$ cat src/rtl/uart_rx_fifo.sv
// Generic single-clock FIFO: write-through-when-full is allowed only if the same cycle also pops.
// Head entry is visible combinationally (first-word-fall-through); level updates one edge after push/pop.
module sync_fifo #(
  parameter int WIDTH = 8,
  parameter int DEPTH = 16
) (
  input  logic                   clk_i,
  input  logic                   rst_i,
  input  logic                   push_i,
  input  logic [WIDTH-1:0]       push_dat_i,
  input  logic                   pop_i,
  output logic [WIDTH-1:0]       head_dat_o,
  output logic                   empty_o,
  output logic                   full_o,
  output logic [$clog2(DEPTH):0] level_o
);
  localparam int AW = $clog2(DEPTH);

  logic [WIDTH-1:0] mem_q [DEPTH];
  logic [AW-1:0]    wr_ptr_q, rd_ptr_q;
  logic [AW:0]      level_q;
  logic             do_push, do_pop;

  assign empty_o    = (level_q == '0);
  assign full_o     = (level_q == (AW+1)'(DEPTH));
  assign level_o    = level_q;
  assign head_dat_o = mem_q[rd_ptr_q];
  assign do_pop     = pop_i && !empty_o;
  assign do_push    = push_i && (!full_o || do_pop);

  always_ff @(posedge clk_i) begin
    if (do_push) mem_q[wr_ptr_q] <= push_dat_i;
  end

  // Pointers wrap naturally because DEPTH is a power of two.
  always_ff @(posedge clk_i or posedge rst_i) begin
    if (rst_i) begin
      wr_ptr_q <= '0;
      rd_ptr_q <= '0;
      level_q  <= '0;
    end else begin
      if (do_push) wr_ptr_q <= wr_ptr_q + AW'(1);
      if (do_pop)  rd_ptr_q <= rd_ptr_q + AW'(1);
      level_q <= level_q + (AW+1)'(do_push) - (AW+1)'(do_pop);
    end
  end
endmodule

// UART receiver (majority-voted oversampling, optional parity, 1-2 stop bits) feeding a FWFT FIFO.
// Frame is pushed one cycle after the last stop-bit decision; a push into a full FIFO with no same-cycle read is dropped and sets OERR.
module uart_rx_fifo #(
  parameter int CLKFREQ    = 27_000_000,
  parameter int BAUDRATE   = 115_200,
  parameter int OVERSAMPLE = 16,
  parameter int DATA_BITS  = 8,
  parameter int PARITY_EN  = 0,
  parameter int PARITY_ODD = 0,
  parameter int STOP_BITS  = 1,
  parameter int FIFO_DEPTH = 16
) (
  input  logic                        clk_i,
  input  logic                        rst_i,
  input  logic                        rxd_i,
  input  logic                        rd_i,
  input  logic                        clear_i,
  output logic [DATA_BITS-1:0]        data_o,
  output logic                        perr_o,
  output logic                        ferr_o,
  output logic                        empty_o,
  output logic                        full_o,
  output logic [$clog2(FIFO_DEPTH):0] level_o,
  output logic                        oerr_o,
  output logic                        brk_o
);
  localparam int TICK_DIV   = CLKFREQ / (BAUDRATE * OVERSAMPLE);
  localparam int TICK_DIV_C = (TICK_DIV < 1) ? 1 : TICK_DIV;
  localparam int DIV_W      = $clog2(TICK_DIV_C + 1);
  localparam int OS_W       = $clog2(OVERSAMPLE);
  localparam int BIT_W      = $clog2(DATA_BITS);
  localparam int ENT_W      = DATA_BITS + 2;
  localparam logic [OS_W-1:0] SAMP0 = OS_W'(OVERSAMPLE/2 - 1);
  localparam logic [OS_W-1:0] SAMP1 = OS_W'(OVERSAMPLE/2);
  localparam logic [OS_W-1:0] SAMP2 = OS_W'(OVERSAMPLE/2 + 1);

  typedef enum logic [2:0] {
    S_IDLE, S_START, S_DATA, S_PARITY, S_STOP, S_BRKWAIT
  } state_t;

  state_t               state_q, state_d;
  logic                 rxd_meta_q, rxd_sync_q;
  logic [DIV_W-1:0]     div_q, div_d;
  logic [OS_W-1:0]      tcnt_q, tcnt_d;
  logic [1:0]           samp_q;
  logic [BIT_W-1:0]     bit_cnt_q;
  logic                 stop_cnt_q;
  logic [DATA_BITS-1:0] shreg_q;
  logic                 par_bit_q, perr_q, ferr_q, brk_frame_q;
  logic                 push_q, push_d;
  logic                 oerr_q, brk_q;
  logic                 tick, decide, maj, start_det, last_stop;
  logic                 shift_en, par_en, stop_en;
  logic [ENT_W-1:0]     head_dat;
  logic                 fifo_empty, fifo_full;

  assign tick      = (div_q == DIV_W'(TICK_DIV_C - 1));
  assign decide    = tick && (tcnt_q == SAMP2);
  assign maj       = (samp_q[0] & samp_q[1]) | (samp_q[0] & rxd_sync_q) | (samp_q[1] & rxd_sync_q);
  assign start_det = (state_q == S_IDLE) && !rxd_sync_q;
  assign last_stop = (stop_cnt_q == 1'(STOP_BITS - 1));

  always_ff @(posedge clk_i or posedge rst_i) begin
    if (rst_i) state_q <= S_IDLE;
    else       state_q <= state_d;
  end

  always_comb begin
    state_d = state_q;
    case (state_q)
      S_IDLE:    if (!rxd_sync_q) state_d = S_START;
      S_START:   if (decide) state_d = maj ? S_IDLE : S_DATA;
      S_DATA:    if (decide && bit_cnt_q == BIT_W'(DATA_BITS - 1))
                   state_d = (PARITY_EN != 0) ? S_PARITY : S_STOP;
      S_PARITY:  if (decide) state_d = S_STOP;
      S_STOP:    if (decide && last_stop) state_d = maj ? S_IDLE : S_BRKWAIT;
      S_BRKWAIT: if (rxd_sync_q) state_d = S_IDLE;
      default:   state_d = S_IDLE;
    endcase
  end

  always_comb begin
    shift_en = 1'b0;
    par_en   = 1'b0;
    stop_en  = 1'b0;
    push_d   = 1'b0;
    case (state_q)
      S_DATA:   shift_en = decide;
      S_PARITY: par_en   = decide;
      S_STOP: begin
        stop_en = decide;
        push_d  = decide && last_stop;
      end
      default: ;
    endcase
  end

  // Tick phase runs continuously across bits, so each state moves on at its mid-bit decision.
  always_comb begin
    div_d  = div_q;
    tcnt_d = tcnt_q;
    if (start_det) begin
      div_d  = '0;
      tcnt_d = '0;
    end else if (tick) begin
      div_d  = '0;
      tcnt_d = (tcnt_q == OS_W'(OVERSAMPLE - 1)) ? '0 : tcnt_q + OS_W'(1);
    end else begin
      div_d  = div_q + DIV_W'(1);
    end
  end

  always_ff @(posedge clk_i or posedge rst_i) begin
    if (rst_i) begin
      rxd_meta_q  <= 1'b1;
      rxd_sync_q  <= 1'b1;
      div_q       <= '0;
      tcnt_q      <= '0;
      samp_q      <= 2'b11;
      bit_cnt_q   <= '0;
      stop_cnt_q  <= 1'b0;
      shreg_q     <= '0;
      par_bit_q   <= 1'b0;
      perr_q      <= 1'b0;
      ferr_q      <= 1'b0;
      brk_frame_q <= 1'b0;
      push_q      <= 1'b0;
    end else begin
      rxd_meta_q <= rxd_i;
      rxd_sync_q <= rxd_meta_q;
      div_q      <= div_d;
      tcnt_q     <= tcnt_d;
      push_q     <= push_d;
      if (tick && tcnt_q == SAMP0) samp_q[0] <= rxd_sync_q;
      if (tick && tcnt_q == SAMP1) samp_q[1] <= rxd_sync_q;
      if (start_det) begin
        bit_cnt_q   <= '0;
        stop_cnt_q  <= 1'b0;
        par_bit_q   <= 1'b0;
        perr_q      <= 1'b0;
        ferr_q      <= 1'b0;
        brk_frame_q <= 1'b0;
      end
      if (shift_en) begin
        shreg_q   <= {maj, shreg_q[DATA_BITS-1:1]};
        bit_cnt_q <= bit_cnt_q + BIT_W'(1);
      end
      if (par_en) begin
        par_bit_q <= maj;
        perr_q    <= ((^shreg_q) ^ maj) != 1'(PARITY_ODD);
      end
      if (stop_en) begin
        stop_cnt_q <= stop_cnt_q + 1'b1;
        if (!maj) ferr_q <= 1'b1;
        if (stop_cnt_q == 1'b0) brk_frame_q <= (shreg_q == '0) && !par_bit_q && !maj;
      end
    end
  end

  always_ff @(posedge clk_i or posedge rst_i) begin
    if (rst_i) begin
      oerr_q <= 1'b0;
      brk_q  <= 1'b0;
    end else if (clear_i) begin
      oerr_q <= 1'b0;
      brk_q  <= 1'b0;
    end else begin
      if (push_q && fifo_full && !rd_i) oerr_q <= 1'b1;
      if (push_q && brk_frame_q)        brk_q  <= 1'b1;
    end
  end

  sync_fifo #(
    .WIDTH (ENT_W),
    .DEPTH (FIFO_DEPTH)
  ) u_fifo (
    .clk_i      (clk_i),
    .rst_i      (rst_i),
    .push_i     (push_q),
    .push_dat_i ({perr_q, ferr_q, shreg_q}),
    .pop_i      (rd_i),
    .head_dat_o (head_dat),
    .empty_o    (fifo_empty),
    .full_o     (fifo_full),
    .level_o    (level_o)
  );

  assign empty_o = fifo_empty;
  assign full_o  = fifo_full;
  assign data_o  = fifo_empty ? '0 : head_dat[DATA_BITS-1:0];
  assign ferr_o  = fifo_empty ? 1'b0 : head_dat[DATA_BITS];
  assign perr_o  = fifo_empty ? 1'b0 : head_dat[DATA_BITS+1];
  assign oerr_o  = oerr_q;
  assign brk_o   = brk_q;
endmodule
$ cat config.mk
export PLATFORM = sky130hd
export DESIGN_NAME = uart_rx_fifo
export DESIGN_NICKNAME = d
export VERILOG_FILES = /design/src/rtl/uart_rx_fifo.sv
export SDC_FILE = /design/constraint.sdc
export NUM_CORES = 1
export LEC_CHECK = 0
export CORE_UTILIZATION = 24
export DETAILED_ROUTE_END_ITERATION = 8
export DONT_BUFFER_PORTS = 1
export GPL_TIMING_DRIVEN = 0
export MAX_ROUTING_LAYER = met4
export SETUP_SLACK_MARGIN = 0.4
export SLEW_MARGIN = 20
export SYNTH_ARGS = -nofsm -noshare
export SYNTH_HDL_FRONTEND = slang
export SYNTH_SLANG_ARGS = --single-unit
export TNS_END_PERCENT = 50
$ cat constraint.sdc
create_clock -name clk_i -period 4.2 [get_ports clk_i]
set_clock_uncertainty 0.15 [all_clocks]
set_input_delay 0.42 -clock clk_i [delete_from_list [all_inputs] [get_ports clk_i]]
set_output_delay 0.42 -clock clk_i [all_outputs]
set_load 0.02 [all_outputs]
==> results by group, run 1 <==
Logic synthesis
  • Fraction of synthesized area in multiplexers: 0.1279
  • Register bit total from synthesis: just over 200
  • Post-synthesis sequential area ratio: 0.7008
  • Ys flop type: edfxtp_1
  • Synth unique cells: between 50 and 60
  • Post-synth top area cell: edfxtp_1
  • Top post-synthesis cells by area: edfxtp_1 (56%), dfrtp_1 (13%), mux4_2 (11%)
  • Adder-cell share of the synthesized area: 0.03135
  • Synth Area in Compound Gates: 0.04468
  • Syn Std Cell Area: approximately 8500 sq um
  • Post-synth top area share: 0.5626
  • Yosys warns: 0
  • Asr flop ratio synth: 0.2271
  • XOR/XNOR share of the synthesized area: 0.01641
  • Main combinational cell family by area after synthesis: multiplexers
  • EDFF count, synth: 160
  • Mean Syn Cell Area: about 17 sq um
  • Synth Area in Simple Gates: 0.05523
  • Post-synth net total: 520
  • Cells after synthesis: 495

Timing
  • Fin worst setup slack: about 1000 ps
  • RSZ-0062 raised after global routing: false
  • Worst hold slack: 86.15 ps
  • Slew headroom: 0.3277
  • Final hold viol count: 0
  • Final Setup Violations: 0
  • Fmax: around 0.31 GHz
  • Final Cycle Share: 0.7600
  • Max-slew violations: 0
  • Least-Margin Pin Slew: 1005 ps
  • Final min period: around 3200 ps
  • Setup TNS: 0 ps

Critical path
  • CP Launch Type: flop
  • Worst-path cell chain: clkbuf_1 -> clkbuf_1 -> mux4_2 -> a22oi_1 -> a21oi_1
  • Reg2Reg Launch Point: u_fifo.level_o[2]
  • Crit path max fanout: 10
  • Slowest CP cell: clkbuf_1
  • Worst Path Required: between 3000 and 4000 ps
  • Buf+Inv Stages, Crit Path: 2
  • Worst setup path start: u_fifo.rd_ptr_q[3]
  • CP arrival: ~2600 ps
  • Kind of cell adding the most delay to the critical path: buffers and inverters
  • Setup crit end kind: output port
  • CP peak stage delay: around 570 ps
  • WS Path Type: flop to output port
  • Most used cell, CP: clkbuf_1

Floorplan
  • # IOs: 24
  • Die height: between 150 and 200 microns
  • Placeable Area: around 35000 sq um
  • Std-Cell Rows: 68
  • Initial core utilization: 0.2454
  • Die span in x: 190.6 microns
  • Die area: 36350 sq um

Finish
  • Reg area: ~6000 sq um
  • Fraction of layout cells with a size suffix above 1: 0.2000
  • Layout area overhead: 16.35%
  • Multi-input combinational cell area: ~2400 sq um
  • Antenna Cells: 0
  • Non-filler cells, final: 1000
  • Nets@finish: around 550
  • FILL cells: ~3400

Placement
  • Port bufs: 0
  • Final HPWL DP: 11.19 mm
  • Routability cong.: roughly 0.77
  • Setup WS pre-CTS: 904.8 ps
  • Placed cell count: 956

Global routing
  • Gr usage total: 0.09985
  • First-pass GRT wire length: between 20 and 30 mm
  • Largest net degree at the start of global routing: 33
  • Global route overflow: 0
  • Vias in the first global route: 4341
  • Antenna violations before repair: 0

Detailed routing
  • Final ANT Viol Nets: 0
  • Final WL: 17.40 mm
  • Avg Vias per Cell: between 4 and 5
  • Iteration-0 DRC Markers: ~240
  • DR vias: ~4300
  • Routed length per instance: ~17 microns
  • Pre-antenna DRT Iters: 4
  • Post-route DRC violation count: 0

CTS
  • Root buf cell: clkbuf_16
  • Clk buf depth: 3
  • Setup Buffers After CTS: 0
  • Worst-path clk slew: approximately 70 ps
  • Clock Sinks: approximately 210
  • Clock tree from TritonCTS: yes
  • CTS Buf Count: 22
  • CTS H-Tree Depth: 1
  • Clk_lat worst skew: ~520 ps

Power and ir drop
  • P_leak: 3.782 nW
  • PD cells: ~500 nW/um^2
  • Worst VDD drop: 0.3299 mV

Worst hold path
  • Hold_sp: rd_i
  • Hold Crit Class: input port to flop

Job
  • Max_cap viols: 0

Outcome
  • Status: finished, final reports clean
## Yosys cell counts (12+ instances only)
| master | instances |
|---|---|
| xnor2_1 | 12 |
| nand2_1 | 26 |
| nor2_1 | 22 |
| mux4_2 | 40 |
| dfrtp_1 | 43 |
| a21oi_1 | 19 |
| mux2i_1 | 12 |
| ha_1 | 19 |
| inv_1 | 26 |
| a22oi_1 | 20 |
| edfxtp_1 | 160 |
## layout make-up
class	instances	area share
sequential	207	0.6024
timing repair buffer	10	0.009947
inverter	26	0.009821
buffer	22	0.01045
tap	455	0.05729
multi-input combinational	240	0.2395
clock inverter	9	0.01083
clock buffer	31	0.05981
## tightest hold or removal path, stage by stage
cell and delay [ps]:
inv_1 70, a31oi_1 150, nor2_1 50
## repair_timing
action / CTS / global route
endpoints found under the hold margin: 52 / 0
gates resized for setup: 0 / 0
hold buffers: 4 / 0
## sequential cells by signal (all words and copies together), names as in the netlist, 2 cells and up
signal,flops
u_fifo.mem_q,160
shreg_q,8
u_fifo.level_o,5
div_q,4
tcnt_q,4
u_fifo.rd_ptr_q,4
u_fifo.wr_ptr_q,4
bit_cnt_q,3
state_q,3
samp_q,2
## logic make-up after synthesis
kind of cell / Yosys count
AO/OA/AOI/OAI: 56
adder cells (fa/ha/maj): 21
multiplexers: 58
XOR/XNOR: 16
flip-flops: 207
AND/OR/NAND/NOR: 89
buffers and inverters: 48
## routing by layer
metal	share of wire	global-route usage	vias up	wire length, microns
li1	-	-	1987	-
met1	0.47	0.1409	2212	8159
met2	0.44	0.1442	109	7713
met3	0.069	0.02061	24	1197
met4	0.019	0.02769	0	328
met5	0	-	-	0
## through the flow
step,total power [W],util,instance area [sq um]
6_report,0.004929,0.2856,9937
5_1_grt,0.005140,0.2856,9937
4_1_cts,0.004998,0.2856,9937
3_5_place_dp,0.003073,0.2642,9195
3_3_place_gp,0.003064,0.2618,9110
2_1_floorplan,0.002884,-,8541
## power by group
group          switching [W]  internal, W  total [W]
clock               0.000789      0.00112    0.00190
combinational       0.000420     0.000285   0.000705
sequential         0.0000900      0.00223    0.00232
total                0.00130      0.00363    0.00493
## worst paths after layout
check | slack, ps | endpoint | cells after the start
min in group asynchronous | 200 | u_fifo.level_o[2] | 2
max | 1010 | data_o[6] | 5
max in group asynchronous | 3200 | shreg_q[1] | 3
max reg2reg | 1010 | u_fifo.mem_q[7][4] | 6
min | 90 | oerr_o | 3
min reg2reg | 210 | rxd_sync_q | 0
## layout by cell type (no fill, tap or decap), types with 2 or more instances in the layout
cell type and count:
a21o_1 3, a21oi_1 19, a22oi_1 20, buf_1 7
buf_2 8, buf_4 4, buf_6 2, bufinv_16 2
clkbuf_1 13, clkbuf_16 22, clkinv_1 2, clkinv_2 3
dfrtp_1 43, dfstp_2 4, dlygate4sd3_1 4, edfxtp_1 160
ha_1 19, inv_1 25, mux2_2 5, mux2i_1 12
mux4_2 40, nand2_1 26, nand2b_1 5, nand3_1 5
nand4_1 4, nand4b_1 3, nor2_1 22, nor2b_1 5
nor3_1 2, nor3_2 5, nor4_1 2, o21ai_0 3
o21bai_1 2, xnor2_1 12, xor2_1 4
Note: power is estimated with default switching activity, not from simulation.
==> inputs of run 2 (changes only) <==
==> constraint.sdc (replaced) <==
create_clock -name clk_i -period 3.2 [get_ports clk_i]
set_clock_uncertainty 0.15 [all_clocks]
set_input_delay 0.32 -clock clk_i [delete_from_list [all_inputs] [get_ports clk_i]]
set_output_delay 0.32 -clock clk_i [all_outputs]
set_load 0.02 [all_outputs]
==> run 2 against run 1 <==
Sequential share of layout area down 1.6 points. Global-route usage about the same. Sequential power up 32%. First-iteration DRC count up 43%. Register-to-register slack worse by 540 ps. Design area up 2.8%. Largest cell class unchanged. Via count up 2.7%. Flip-flop and latch count unchanged. Worst setup slack worse by 640 ps. Core utilization up 0.79 points. Power up 30%. Critical endpoint is now ferr_o.
==> results by group, run 2 (same netlist as run 1, synthesis figures left out) <==
CTS
  • Clock Sinks: ~210
  • Clk_lat worst skew: 500 ps
  • Root buf cell: clkbuf_16
  • Worst-path clk slew: around 60 ps
  • Clock tree from TritonCTS: yes
  • Clk buf depth: 3
  • CTS H-Tree Depth: 1
  • CTS Buf Count: 23

Floorplan
  • Die height: approximately 190 microns
  • Die area: 36350 sq um
  • Placeable Area: 34800 sq um
  • Std-Cell Rows: just under 70
  • Die span in x: about 190 microns
  • # IOs: 24
  • Initial core utilization: 0.2454

Placement
  • Setup WS pre-CTS: -53.15 ps
  • Final HPWL DP: 10.96 mm
  • Port bufs: 0
  • Placed cell count: 954
  • Routability cong.: about 0.75

Finish
  • Most common cell after layout, fill and taps aside: edfxtp_1
  • Max FFs per register: 160
  • Antenna Cells: 0
  • Most frequent cells in the layout: edfxtp_1 (160), dfrtp_1 (41), mux4_2 (40)
  • Fraction of layout cells with a size suffix above 1: 0.2694
  • Nets@finish: 562
  • Register with the most flip-flops: u_fifo.mem_q
  • Layout area overhead: 19.56%
  • Non-filler cells, final: approximately 1000

Timing
  • Slew headroom: 0.3577
  • Final hold viol count: 0
  • Max-slew violations: 0
  • Final Cycle Share: 0.8843
  • Least-Margin Pin Slew: around 960 ps
  • RSZ-0062 raised after global routing: true
  • Fin worst setup slack: around 370 ps
  • Final Setup Violations: 0
  • Final min period: 2830 ps
  • Fmax: 0.3534 GHz

Critical path
  • WS Path Type: flop to output port
  • CP Launch Type: flop
  • Worst Path Required: about 2700 ps
  • Kind of cell adding the most delay to the critical path: compound AO/OA/AOI/OAI gates
  • Setup crit end kind: output port
  • FF-to-FF setup slack: between 400 and 500 ps
  • CP peak stage delay: ~530 ps
  • CP arrival: around 2400 ps
  • Buf+Inv Stages, Crit Path: 2
  • Worst-path cell chain: buf_2 -> buf_6 -> mux4_2 -> a22oi_1 -> a21oi_2
  • Slowest CP cell: mux4_2
  • Crit path max fanout: 10

Detailed routing
  • Routed length per instance: 17.09 microns
  • Final WL: roughly 17 mm
  • Iteration-0 DRC Markers: 342
  • Pre-antenna DRT Iters: 5
  • Avg Vias per Cell: roughly 4.4
  • Final ANT Viol Nets: 0
  • DR vias: 4451
  • Post-route DRC violation count: 0

Global routing
  • First-pass GRT wire length: roughly 27 mm
  • Antenna violations before repair: 0
  • Gr usage total: 0.09959
  • Global route overflow: 0
  • Vias in the first global route: 4537
  • Largest net degree at the start of global routing: 27

Worst hold path
  • Hold Crit Class: input port to asynchronous set/reset pin

Power and ir drop
  • PD cells: around 630 nW/um^2
  • Worst VDD drop: 0.4144 mV
  • P_leak: roughly 3.8 nW

Job
  • Max_cap viols: 0

Outcome
  • Status: finished, final reports clean
## run 2: changes by cell type in the layout (fill, tap and decap cells not counted), sizes merged
cell / previous run / this run
buf: 22 / 29
clkbuf: 37 / 34
inv: 27 / 28
clkinvlp: 0 / 1
clkinv: 6 / 10
bufinv: 2 / 0
## run 2: cell type report
type	instances	area, sq um
plain buffers	22	145.1
clock buffers	28	604.3
clock inverters	13	70.07
fillers	3391	24590
inverters	26	97.59
multi-input cells	240	2537
flip-flops and latches	207	5988
well taps	455	569.3
repair buffers	17	198.9
## run 2: routing by layer
metal,up-vias,part of all wire,GRT usage
met1,2316,0.47,0.1382
met5,-,0,-
li1,2002,-,-
met3,30,0.041,0.01491
met2,103,0.46,0.1492
met4,0,0.025,0.03169
## run 2: worst register-to-register path, cell delays in order (launching register included)
cell,delay (ps)
dfrtp_2,450
inv_1,80
ha_1,220
and4bb_2,310
a21boi_4,350
nand2_1,260
nor2_2,550
## run 2: final timing paths
check / from / to / depth (start not counted)
worst max-delay path: u_fifo.rd_ptr_q[2] / ferr_o / 5
worst min-delay path: rst_i / u_fifo.level_o[3] / 2
worst max register to register: u_fifo.level_o[2] / u_fifo.mem_q[5][9] / 6
worst min register to register: rxd_meta_q / rxd_sync_q / 0
max in group asynchronous: rst_i / samp_q[1] / 3
min in group clk_i: rxd_meta_q / rxd_sync_q / 0
## run 2: per-stage QoR
stage	utilization	hold slack [ps]	setup TNS, ps	total power (W)	area, sq um
global route	0.2934	188.1	0	0.006686	10210
finish	0.2934	202.8	0	0.006421	10210
global placement	0.2619	174.5	-14680	0.004045	9115
floorplan	-	174.5	0	0.003785	8546
detailed placement	0.2641	161.3	-1634	0.004054	9190
CTS	0.2899	184.7	0	0.006500	10090
## run 2: timing repair
item / 4_1_cts / 5_1_grt
gates resized for setup: 41 / 16
setup endpoints to repair: 158 / 171
pin swaps: 1 / 3
setup buffers: 5 / 4
hold buffers: 4 / 0
endpoints found under the hold margin: 30 / 0
## run 2: report_power, final
part	leakage (nW)	switching [W]	internal (W)
logic	1.06	0.000578	0.000425
clock network	0.331	0.00102	0.00134
registers	2.45	0.000126	0.00293
==> inputs of run 3 (changes only) <==
--- a/config.mk
+++ b/config.mk
@@ -8,11 +8,9 @@
 export CORE_UTILIZATION = 24
 export DETAILED_ROUTE_END_ITERATION = 8
 export DONT_BUFFER_PORTS = 1
-export GPL_TIMING_DRIVEN = 0
-export MAX_ROUTING_LAYER = met4
 export SETUP_SLACK_MARGIN = 0.4
 export SLEW_MARGIN = 20
 export SYNTH_ARGS = -nofsm -noshare
 export SYNTH_HDL_FRONTEND = slang
 export SYNTH_SLANG_ARGS = --single-unit
-export TNS_END_PERCENT = 50
+export TNS_END_PERCENT = 5
==> run 3 against run 2 <==
Clock-buffer cell count shrank 2. Power increased by 4.3%. Critical path depth stayed put.
==> results by group, run 3 (same netlist as run 1, synthesis figures left out) <==
Outcome
  • Status: finished, final reports clean

Critical path
  • Slowest CP cell: mux4_2
  • Crit path depth: 5
  • CP arrival: between 2000 and 2500 ps
  • Setup crit end kind: output port
  • Kind of cell adding the most delay to the critical path: multiplexers
  • Worst-path cell chain: buf_8 -> mux4_2 -> a22oi_1 -> a21oi_1 -> buf_4
  • Crit path max fanout: 20
  • CP peak stage delay: between 500 and 600 ps
  • Buf+Inv Stages, Crit Path: 2
  • WS Path Type: flop to output port
  • Register-to-Register Path Depth: 13
  • CP Launch Type: flop
  • Worst Path Required: 2730 ps
  • FF-to-FF setup slack: approximately 530 ps

Finish
  • Max FFs per register: 160
  • Most common cell after layout, fill and taps aside: edfxtp_1
  • Fraction of layout cells with a size suffix above 1: 0.2386
  • Most frequent cells in the layout: edfxtp_1 (160), mux4_2 (40), dfrtp_1 (39)
  • Layout area overhead: 18.46%
  • Register with the most flip-flops: u_fifo.mem_q
  • Antenna Cells: 0
  • Nets@finish: 559

Detailed routing
  • Pre-antenna DRT Iters: 4
  • Final WL: 16.95 mm
  • Iteration-0 DRC Markers: ~200
  • DR vias: approximately 4400
  • Avg Vias per Cell: between 4 and 5
  • Routed length per instance: roughly 17 microns
  • Final ANT Viol Nets: 0
  • Post-route DRC violation count: 0

CTS
  • CTS H-Tree Depth: 1
  • Clk buf depth: 3
  • Root buf cell: clkbuf_16
  • Worst-path clk slew: 60 ps
  • Clk_lat worst skew: 490 ps
  • Clock tree from TritonCTS: yes
  • Clock Sinks: 207
  • Setup Buffers After CTS: 0
  • CTS Buf Count: 22

Placement
  • Port bufs: 0
  • Routability cong.: 0.7059
  • Final HPWL DP: 10.90 mm

Power and ir drop
  • Clock power frac: 0.401
  • P_leak: 3.880 nW
  • NetSw: approximately 0.0017 W
  • P_int: between 0.005 and 0.006 W
  • Net Sw Frac: 0.2469
  • Comb pwr share: 0.143
  • Worst VDD drop: slightly below 0.5 mV
  • Flop pwr share: 0.456
  • PD cells: between 600 and 700 nW/um^2

Worst hold path
  • Hold Crit Class: input port to flop
  • Hold path depth: 4

Global routing
  • Antenna violations before repair: 0
  • Global route overflow: 0
  • Vias in the first global route: around 4600
  • First-pass GRT wire length: 26.88 mm
  • Largest net degree at the start of global routing: 48
  • Gr usage total: 0.09566

Floorplan
  • # IOs: 24
  • Initial core utilization: 0.2454
  • Die span in x: approximately 190 microns
  • Die area: between 30000 and 40000 sq um
  • Placeable Area: 34800 sq um
  • Std-Cell Rows: 68
  • Die height: between 150 and 200 microns

Timing
  • Final Setup Violations: 0
  • Slew headroom: 0.4500
  • Fmax: 0.3620 GHz
  • Final min period: 2763 ps
  • Final Cycle Share: 0.8634
  • Final hold viol count: 0
  • RSZ-0062 raised after global routing: true
  • Max-slew violations: 0
  • Worst hold slack: between 60 and 70 ps
  • Setup TNS: 0 ps
  • Least-Margin Pin Slew: roughly 830 ps

Job
  • Max_cap viols: 0
-- run 3: changes by cell type in the layout (fill, tap and decap cells not counted), moves of 4 or more --
cell / change
buf_1: -4
a21oi_1: +5
buf_2: -6
bufinv_16: +5
nor2_4: -10
buf_6: -6
nor2_1: +13
a21oi_2: -5
buf_4: +21
-- run 3: worst paths after layout --
kind | end | start
max | data_o[5] | u_fifo.rd_ptr_q[2]
max reg2reg | u_fifo.level_o[4] | u_fifo.level_o[2]
min reg2reg | rxd_sync_q | rxd_meta_q
min | u_fifo.rd_ptr_q[1] | rd_i
min in group asynchronous | u_fifo.level_o[3] | rst_i
max in group asynchronous | u_fifo.rd_ptr_q[2] | rst_i
-- run 3: per-layer routing --
layer	vias up	wire length, microns	track usage
met5	-	0	0
met4	0	211	0.02185
met3	22	693	0.01564
met2	70	8273	0.1572
met1	2282	7776	0.1317
li1	1985	-	-
-- run 3: power groups by stage --
| stage | Clock (W) | Combinational (W) | Sequential, W |
|---|---|---|---|
| 6_report | 0.00268 | 0.000957 | 0.00306 |
| 2_1_floorplan | 0 | 0.000716 | 0.00307 |
| 5_1_grt | 0.00287 | 0.00105 | 0.00307 |
| 3_5_place_dp | 0 | 0.000947 | 0.00310 |
| 3_3_place_gp | 0 | 0.000940 | 0.00310 |
| 4_1_cts | 0.00275 | 0.000970 | 0.00305 |
-- run 3: layout make-up --
type	instances	area, sq um
repair buffers	37	305.3
well taps	455	569.3
flip-flops and latches	207	5991
clock inverters	13	182.7
fillers	3404	24680
inverters	26	98.84
clock buffers	26	586.8
multi-input cells	240	2384
-- run 3: metrics by stage --
step           total power (W)    util  setup slack (ps)  cell area [sq um]  std cells
3_5_place_dp          0.004049  0.2661             425.2               9260        960
3_3_place_gp          0.004040  0.2661             494.1               9260        960
4_1_cts               0.006771  0.2902             348.9              10100       1004
6_report              0.006695  0.2907             437.2              10120       1004
5_1_grt               0.006981  0.2907             351.2              10120       1004
2_1_floorplan         0.003785       -             432.8               8546        495
-- run 3: worst reg2reg max path: stages (launching register included) --
cell      delay, ps
dfrtp_2         430
inv_1            80
ha_1            200
nor4b_2         160
or3_1           340
inv_1           110
a21o_1          100
ha_1            170
inv_1            60
fa_2            340
inv_1            70
a21oi_1          60
o21bai_1        170
xnor2_1         130
-- run 3: timing repair --
action	4_1_cts	5_1_grt
endpoints found under the setup margin	10	10
gates resized for setup	5	7
cloned	0	0
endpoints found under the hold margin	48	0
pin swaps	0	1
hold buffers	5	0
